**src/rtl/sc_et_pkg.sv**
```systemverilog
// Shared types and helpers for the stochastic-to-binary accumulator.
// Length clamping and count scaling live here so all units agree.
package sc_et_pkg;

   typedef enum logic [1:0] {
      IDLE = 2'd0,
      RUN  = 2'd1,
      HOLD = 2'd2
   } state_t;

   // Stream length exponent can never exceed full precision
   function automatic int clamp_len(input int l, input int tw);
      return (l > tw) ? tw : l;
   endfunction

   // Scale a 2^l-sample count to tw bits; an all-ones count pins to max
   function automatic int unsigned scale_sat(
      input int unsigned cnt,
      input int          l,
      input int          tw
   );
      int unsigned full;
      int unsigned mask;
      full = 32'd1 << l;
      mask = (32'd1 << tw) - 32'd1;
      if (cnt == full) begin
         return mask;
      end
      return (cnt << (tw - l)) & mask;
   endfunction

endpackage

```
**src/rtl/sc_ones_cnt.sv**
```systemverilog
// Single-channel ones counter with synchronous clear and enable.
// Exposes the post-increment value so termination can use it.
module sc_ones_cnt #(
   parameter int W = 9
) (
   input  logic         clk,
   input  logic         rst_n,
   input  logic         clr,
   input  logic         en,
   input  logic         x,
   output logic [W-1:0] cnt_inc
);

   logic [W-1:0] cnt_q;
   logic [W-1:0] cnt_d;

   // Next count: clear wins, otherwise add this cycle's bit
   always_comb begin
      cnt_inc = cnt_q + W'(x);
      cnt_d   = cnt_q;
      if (clr) begin
         cnt_d = '0;
      end else if (en) begin
         cnt_d = cnt_inc;
      end
   end

   // Count register
   always_ff @(posedge clk or negedge rst_n) begin
      if (!rst_n) begin
         cnt_q <= '0;
      end else begin
         cnt_q <= cnt_d;
      end
   end

endmodule

```
**src/rtl/sc_et_accum.sv**
```systemverilog
// Early-terminating stochastic accumulator: counts ones over 2^L
// samples per channel, scales to binary, offers via valid/ready.
module sc_et_accum
   import sc_et_pkg::*;
#(
   parameter int TW = 8,
   parameter int N  = 1,
   parameter int LW = $clog2(TW + 1)
) (
   input  logic                  clk,
   input  logic                  rst_n,
   input  logic                  start,
   input  logic [LW-1:0]         len_log2,
   input  logic [N-1:0]          x,
   input  logic                  sng_done,
   output logic                  busy,
   output logic                  out_valid,
   input  logic                  out_ready,
   output logic [N*TW-1:0]       result,
   output logic [N*(TW+1)-1:0]   raw_cnt,
   output logic [TW:0]           cycles,
   output logic                  trunc
);

   localparam int CW = TW + 1;

   state_t          state_q;
   state_t          state_d;
   logic [LW-1:0]   l_q;
   logic [LW-1:0]   l_d;
   logic [CW-1:0]   ccnt_q;
   logic [CW-1:0]   ccnt_d;
   logic [CW-1:0]   ccnt_inc;
   logic [CW-1:0]   len_cnt;
   logic            len_hit;
   logic            trunc_q;
   logic            trunc_d;
   logic [N*TW-1:0] res_q;
   logic [N*TW-1:0] res_d;
   logic [N*CW-1:0] raw_q;
   logic [N*CW-1:0] raw_d;
   logic [CW-1:0]   cyc_q;
   logic [CW-1:0]   cyc_d;
   logic [N*CW-1:0] cnt_inc;
   logic            clr;
   logic            en;

   for (genvar i = 0; i < N; i++) begin : g_ch
      sc_ones_cnt #(
         .W(CW)
      ) u_cnt (
         .clk    (clk),
         .rst_n  (rst_n),
         .clr    (clr),
         .en     (en),
         .x      (x[i]),
         .cnt_inc(cnt_inc[i*CW +: CW])
      );
   end

   // Termination is judged on the post-increment sample count
   always_comb begin
      ccnt_inc = ccnt_q + CW'(1);
      len_cnt  = CW'(1) << l_q;
      len_hit  = (ccnt_inc == len_cnt);
   end

   // FSM, cycle counter and result capture on HOLD entry
   always_comb begin
      state_d = state_q;
      l_d     = l_q;
      ccnt_d  = ccnt_q;
      trunc_d = trunc_q;
      res_d   = res_q;
      raw_d   = raw_q;
      cyc_d   = cyc_q;
      clr     = 1'b0;
      en      = 1'b0;
      unique case (state_q)
         IDLE: begin
            if (start) begin
               l_d     = LW'(clamp_len(int'(len_log2), TW));
               ccnt_d  = '0;
               clr     = 1'b1;
               state_d = RUN;
            end
         end
         RUN: begin
            en     = 1'b1;
            ccnt_d = ccnt_inc;
            if (len_hit || sng_done) begin
               state_d = HOLD;
               raw_d   = cnt_inc;
               cyc_d   = ccnt_inc;
               trunc_d = !len_hit;
               for (int i = 0; i < N; i++) begin
                  res_d[i*TW +: TW] = TW'(scale_sat(
                     32'(cnt_inc[i*CW +: CW]),
                     int'(l_q), TW));
               end
            end
         end
         HOLD: begin
            if (out_ready) begin
               state_d = IDLE;
            end
         end
         default: state_d = IDLE;
      endcase
   end

   // State and output registers; reset aborts any run in flight
   always_ff @(posedge clk or negedge rst_n) begin
      if (!rst_n) begin
         state_q <= IDLE;
         l_q     <= '0;
         ccnt_q  <= '0;
         trunc_q <= 1'b0;
         res_q   <= '0;
         raw_q   <= '0;
         cyc_q   <= '0;
      end else begin
         state_q <= state_d;
         l_q     <= l_d;
         ccnt_q  <= ccnt_d;
         trunc_q <= trunc_d;
         res_q   <= res_d;
         raw_q   <= raw_d;
         cyc_q   <= cyc_d;
      end
   end

   assign busy      = (state_q == RUN);
   assign out_valid = (state_q == HOLD);
   assign result    = res_q;
   assign raw_cnt   = raw_q;
   assign cycles    = cyc_q;
   assign trunc     = trunc_q;

endmodule

```
**config.mk**
```make
export PLATFORM = sky130hd
export DESIGN_NAME = sc_et_accum
export DESIGN_NICKNAME = d
export VERILOG_FILES = /design/src/rtl/sc_et_pkg.sv /design/src/rtl/sc_ones_cnt.sv /design/src/rtl/sc_et_accum.sv
export SDC_FILE = /design/constraint.sdc
export NUM_CORES = 1
export LEC_CHECK = 0
export ABC_AREA = 1
export BUFFER_PORTS_ARGS = -buffer_cell sky130_fd_sc_hd__buf_4
export CORE_MARGIN = 5
export CORE_UTILIZATION = 43
export DETAILED_ROUTE_END_ITERATION = 6
export GPL_TIMING_DRIVEN = 0
export SLEW_MARGIN = 20
export SYNTH_ARGS = -nofsm -noshare
export SYNTH_HDL_FRONTEND = slang
export SYNTH_HIERARCHICAL = 1
export SYNTH_SLANG_ARGS = --single-unit
```
**constraint.sdc**
```tcl
create_clock -name clk -period 2.28 [get_ports clk]
set_input_delay 0.456 -clock clk [delete_from_list [all_inputs] [get_ports clk]]
set_output_delay 0.456 -clock clk [all_outputs]
set_load 0.1 [all_outputs]
```
==> results of run 1 <==
[final timing paths]
kind | slack (ns) | endpoint | cells after the start
worst max register to register | 0.12 | trunc | 14
min in group clk | 0.33 | state_q[1] | 2
worst max-delay path | 0.12 | trunc | 14
worst min-delay path | 0.17 | cycles[5] | 1
worst min register to register | 0.48 | result[3] | 2
max in group asynchronous | 1.62 | ccnt_q[0] | 1
[per-layer routing]
| metal | track usage, % | part of all wire [%] | vias to the layer above |
|---|---|---|---|
| met4 | 4.26 | 1.3 | 0 |
| li1 | - | - | 1626 |
| met5 | 0 | 0 | - |
| met3 | 3.23 | 4.9 | 11 |
| met1 | 27.4 | 51 | 1474 |
| met2 | 26.1 | 42 | 89 |
[state kept, by name (all words and copies together) (netlist names)]
name and count:
ccnt_q 9, cycles 9, g_ch.u_cnt/cnt_q 9, l_q 4, raw_cnt 9, result 8, state_q 2, trunc 1
[worst reg2reg max path, cell delays in order (launching register included)]
cell and delay [ns]:
dfrtp_2 0.40, clkinv_4 0.09, ha_4 0.18, ha_1 0.17, inv_1 0.10, nor2_4 0.06
inv_1 0.09, nand3_1 0.08, nand2_1 0.09, nand4_1 0.15, o21ai_4 0.25, nand2_4 0.13
buf_6 0.17, nand2_1 0.05, nand2_1 0.05
[per-stage QoR]
stage                     worst slack [ns]  total power, mW
after detailed placement            -0.391             4.45
final                                0.119             5.39
after floorplan                     0.0536             3.70
after global placement              -0.363             4.43
after CTS                          0.00503             5.08
after global routing               -0.0129             5.78
[power by group through the flow]
stage	sequential (mW)	clock (mW)	combinational [mW]
floorplan	1.95	0	1.74
global placement	1.25	0	3.18
detailed placement	1.26	0	3.19
CTS	1.23	0.543	3.31
global route	1.28	0.575	3.93
finish	1.25	0.518	3.62
[layout make-up]
class	instances	area share, %
multi-input cells	358	46.3
flip-flops and latches	51	31.9
plain buffers	10	1.71
clock inverters	2	0.312
clock buffers	6	1.81
inverters	53	5.08
repair buffers	52	9.82
well taps	99	3.09
[layout by cell type (no fill, tap or decap), types with 2 or more instances in the layout]
cell / count
nand2_1: 176
nand3_1: 68
buf_4: 53
inv_1: 48
dfrtp_1: 48
nor2_1: 25
o21ai_0: 23
nand4_1: 6
o22ai_1: 6
ha_4: 6
nor2_4: 5
nand3_2: 5
clkbuf_1: 5
clkbuf_8: 5
inv_2: 4
buf_6: 4
nor2_2: 4
nand2_2: 3
xnor2_1: 3
and2_1: 3
dfrtp_2: 3
xor2_1: 2
o21ai_1: 2
a21oi_1: 2
ha_1: 2
o21bai_1: 2
[synth_stat cells (all sizes together), types with 5 or more instances]
| cell type | number |
|---|---|
| clkbuf | 5 |
| nor2 | 34 |
| o22ai | 6 |
| buf | 6 |
| nand3 | 73 |
| o21ai | 26 |
| ha | 9 |
| inv | 53 |
| dfrtp | 51 |
| and2 | 5 |
| nand2 | 180 |
| nand4 | 6 |
[kinds of logic (layout without fill, tap and decap cells)]
family | count (synthesis) | after routing | synth area share, %
fa+ha+maj | 9 | 9 | 3.44
xor+xnor | 6 | 6 | 1.60
compound gates | 40 | 40 | 7.18
simple gates | 303 | 303 | 40.6
buf+inv | 64 | 123 | 8.25
flops | 51 | 51 | 38.9
[what timing repair did]
action                                  CTS  global route
pin swaps                                 1             6
endpoints found under the setup margin   30            28
buffers inserted                          5             9
gates resized for setup                   9            28
==> metrics, run 1 <==
status=finished, final reports clean; starting density of the core=roughly 45%; WHS=0.166 ns; LEAKAGE=2.08 nW; Layout fillers=730; Detail Route Antenna Nets=0; FF+latch area=between 1000 and 1500 um^2; synth warn=6; WL final=8620 um; Post-Syn Instances=473; Max-slew headroom=56.1%; fin util=~55%; DP Wirelength=between 6000 and 7000 um; VDD IR max=0.511 mV; Final Cell Area=4010 um^2; area growth from synthesis to layout=22.5%; I/O pins=39; Post-synth EDFFs=0; Initial DRC Count=232; Worst EP arrival=around 2.4 ns; die width=97.3 um; routability cong.=0.915; minimum clock period=2.16 ns; Die H=about 97 um; nets@finish=550; netlist area before placement=3280 um^2; DR vias/cell=5.07; Tcrit/Tclk final=94.8%; Worst path slowest cell=dfrtp_2; Crit path top cell by count=nand2_1; Clock Latency Late Sink=~0.3 ns; largest net degree at the start of global routing=52; Multi-input gate area=1860 um^2; Clock Path Buffers=2; Synth area leaders=dfrtp_1 39%, nand2_1 20%, nand3_1 11%; register area share after synthesis=38.9%; FFs w/ async S/R, synth=100%; sw frac=55.5%; DR pass1 iterations=5; Routed WL per cell=~14 um; I/O Buffers=38; clock-pin transition on the worst setup and hold timing paths=0.09 ns; Yosys top cell area share=38.9%; setup tns final=0 ns; maxcap violations=0; crit-path cells=clkinv_4 > ha_4 > ha_1 > inv_1 > nor2_4 > inv_1 > nand3_1 > nand2_1 > nand4_1 > o21ai_4 > nand2_4 > buf_6 > nand2_1 > nand2_1; Final Hold Vio Count=0; worst path bufs/invs=4; Pins Over Slew Limit=0; Seq pwr share=23.2%; cell taking the most area after synthesis=dfrtp_1; Main synth FF type=dfrtp_1; fin cells=631; internal power=2.40 mW; r2r startpoint=l_q[0]; post-synthesis area per instance=6.93 um^2; Clock Root Buffer=clkbuf_8; Hold Path Class=input port to async pin; Rows=31; post-synth cell types=34; CP delay by family, top=simple AND/OR/NAND/NOR gates; Logic pwr share=67.2%; antenna violations before repair=0; Slew @ Worst Pin=~0.66 ns; global route total overflow=0; critical path class=flip-flop to flip-flop; CTS tree=done; drt drc=0; Placement Cell Area=3690 um^2; core area=7330 um^2; Hold-fix buffers, CTS=0; clock share of power=9.6%; syn nets=492; share of cells above drive strength 1=between 10% and 20%; first-pass GRT wire length=approximately 14000 um; flip-flop and latch count after synthesis=51; clk sinks=51; Worst path max stage delay=approximately 0.40 ns; Vias=3200; Required @ worst endpoint=2.48 ns; crit end category=flip-flop; # H-tree levels=2; total power per unit cell area=1340 nW/um^2; die area=9470 um^2; diode count=0; CP Launch Type=flip-flop; RSZ-0062 raised after global routing=true; number of instances in the placed design=610; FMAX=463 MHz; Final setup viols=0; TritonCTS Buffers=5; number of global-route vias before repair=2813; Net Switching=2.99 mW; CP Max Fanout=10; beginning of the critical path=l_q[0]; GRT Total Usage=17.9%; Worst Clk Skew=0.00608 ns
(Power assumes the default switching activity.)
==> inputs of run 2 (changes only) <==
--- a/config.mk
+++ b/config.mk
@@ -6,10 +6,10 @@
 export NUM_CORES = 1
 export LEC_CHECK = 0
 export ABC_AREA = 1
-export BUFFER_PORTS_ARGS = -buffer_cell sky130_fd_sc_hd__buf_4
 export CORE_MARGIN = 5
 export CORE_UTILIZATION = 43
 export DETAILED_ROUTE_END_ITERATION = 6
+export DONT_BUFFER_PORTS = 1
 export GPL_TIMING_DRIVEN = 0
 export SLEW_MARGIN = 20
 export SYNTH_ARGS = -nofsm -noshare
==> run 2 against run 1 <==
Effect of this change: the flow now finishes with violations (hold timing); global-route usage is essentially flat; sequential share of layout area is essentially flat; non-clock buffer count shrank 30; critical path depth shrank 1; power grew 6.4%; routed wire length grew 2.7%.
==> metrics, run 2 (synthesis gave the netlist of run 1 again) <==
number of instances in the placed design=574; minimum clock period=about 2.2 ns; violated checks=hold timing; first-pass GRT wire length=between 10000 and 15000 um; I/O pins=39; CP Launch Type=flip-flop; Initial DRC Count=~170; area growth from synthesis to layout=22.5%; Clock Root Buffer=clkbuf_8; GRT Total Usage=18.0%; global route total overflow=0; Power, Total=about 5.7 mW; RSZ-0062 raised after global routing=true; clock share of power=about 13%; commonest non-fill, non-tap cell in the layout=nand2_1; clk sinks=51; Pins Over Slew Limit=0; DR pass1 iterations=6; WP depth=13; sw frac=54.3%; # H-tree levels=2; FMAX=roughly 450 MHz; Worst EP arrival=2.39 ns; WL final=a little under 9000 um; Rows=31; crit end category=flip-flop; CP Max Fanout=6; diode count=0; drt drc=0; die area=roughly 9500 um^2; largest net degree at the start of global routing=52; commonest non-fill, non-tap cells in the layout=168 x nand2_1, 63 x nand3_1, 47 x dfrtp_1; total power per unit cell area=1430 nW/um^2; fin util=54.7%; Worst path slowest cell=dfrtp_2; Hold Path Class=input port to async pin; Worst Clk Skew=~0.011 ns; Final setup viols=0; WHS=-0.0220 ns; Die H=97.3 um; core area=7330 um^2; internal power=2.62 mW; Clock Path Buffers=2; worst path bufs/invs=2; share of cells above drive strength 1=20.1%; Vias=3131; I/O Buffers=0; Required @ worst endpoint=2.47 ns; LEAKAGE=2.00 nW; maxcap violations=0; TritonCTS Buffers=5; critical path class=flip-flop to flip-flop; number of global-route vias before repair=2884; starting density of the core=between 40% and 50%; Max-slew headroom=36.4%; clock-pin transition on the worst setup and hold timing paths=0.10 ns; Detail Route Antenna Nets=0; Worst path max stage delay=around 0.43 ns; fin cells=602; DP Wirelength=6330 um; status=finished, violations left; VDD IR max=0.528 mV; CTS tree=done; Logic pwr share=52.3%; Slew @ Worst Pin=0.955 ns; Net Switching=3.12 mW; antenna violations before repair=0; DR vias/cell=5.20; crit-path cells=inv_4 > ha_4 > ha_4 > nand3_1 > nand2_1 > nand3_2 > nor2_2 > nand4_1 > o21ai_4 > nand2_4 > clkbuf_16 > nand2_2 > nand2_1; Seq pwr share=between 30% and 40%; nets@finish=521; Clock Latency Late Sink=0.30 ns; Final Hold Vio Count=12; routability cong.=between 0.9 and 1; Tcrit/Tclk final=96.6%; CP delay by family, top=simple AND/OR/NAND/NOR gates; die width=97.3 um; Routed WL per cell=14.7 um; FF-to-FF path depth=13
-- run 2: worst reg2reg max path, delay by kind of cell (launching register included) --
| kind | cells | cell delay [ns] |
|---|---|---|
| buffers and inverters | 2 | 0.30 |
| and+or+nand+nor | 8 | 0.76 |
| DFF | 1 | 0.43 |
| AOI/OAI and AO/OA | 1 | 0.29 |
| adders and majority gates | 2 | 0.32 |
-- run 2: routing by layer --
metal	share of wire (%)	GRT usage, %
met1	47	26.1
met2	45	27.8
met3	6.3	3.09
met4	1.7	4.47
met5	0	0
-- run 2: path summary, 6_finish.rpt --
check | start | end | slack (ns)
worst min register to register | g_ch[0].u_cnt/cnt_q[8] | g_ch[0].u_cnt/cnt_q[8] | 0.51
min in group clk | out_ready | state_q[1] | 0.24
worst max-delay path | l_q[0] | raw_cnt[6] | 0.08
max in group asynchronous | rst_n | l_q[0] | 2.03
worst max register to register | l_q[0] | raw_cnt[6] | 0.08
worst min-delay path | rst_n | ccnt_q[7] | -0.02
-- run 2: area by class of cell --
type | instances | area, um^2
clock inverters | 2 | 60.1
inverters | 53 | 208
fillers | 710 | 3320
multi-input cells | 359 | 1960
flip-flops and latches | 51 | 1280
plain buffers | 11 | 88.8
clock buffers | 6 | 72.6
well taps | 99 | 124
repair buffers | 21 | 215
-- run 2: what timing repair did --
action,4_1_cts,5_1_grt
cloned,1,1
endpoints found under the hold margin,51,0
setup endpoints to repair,39,28
buffers inserted,6,11
resized for setup,10,66
hold buffers,1,0
pin swaps,1,20
-- run 2: stage by stage --
stage          cell area (um^2)  setup TNS [ns]  setup slack (ns)
6_report                   4010               0            0.0783
5_1_grt                    4010          -0.343           -0.0316
4_1_cts                    3670               0           0.00942
3_5_place_dp               3440          -10.52            -0.347
3_3_place_gp               3400          -10.75            -0.364
2_1_floorplan              3280               0            0.0536
-- run 2: power groups by stage --
stage	registers (mW)	clock network [mW]	logic, mW
3_3_place_gp	1.99	0	2.22
4_1_cts	1.97	0.759	2.45
5_1_grt	2.03	0.793	3.31
6_report	2.00	0.737	3.00
3_5_place_dp	2.00	0	2.27
2_1_floorplan	1.95	0	1.74
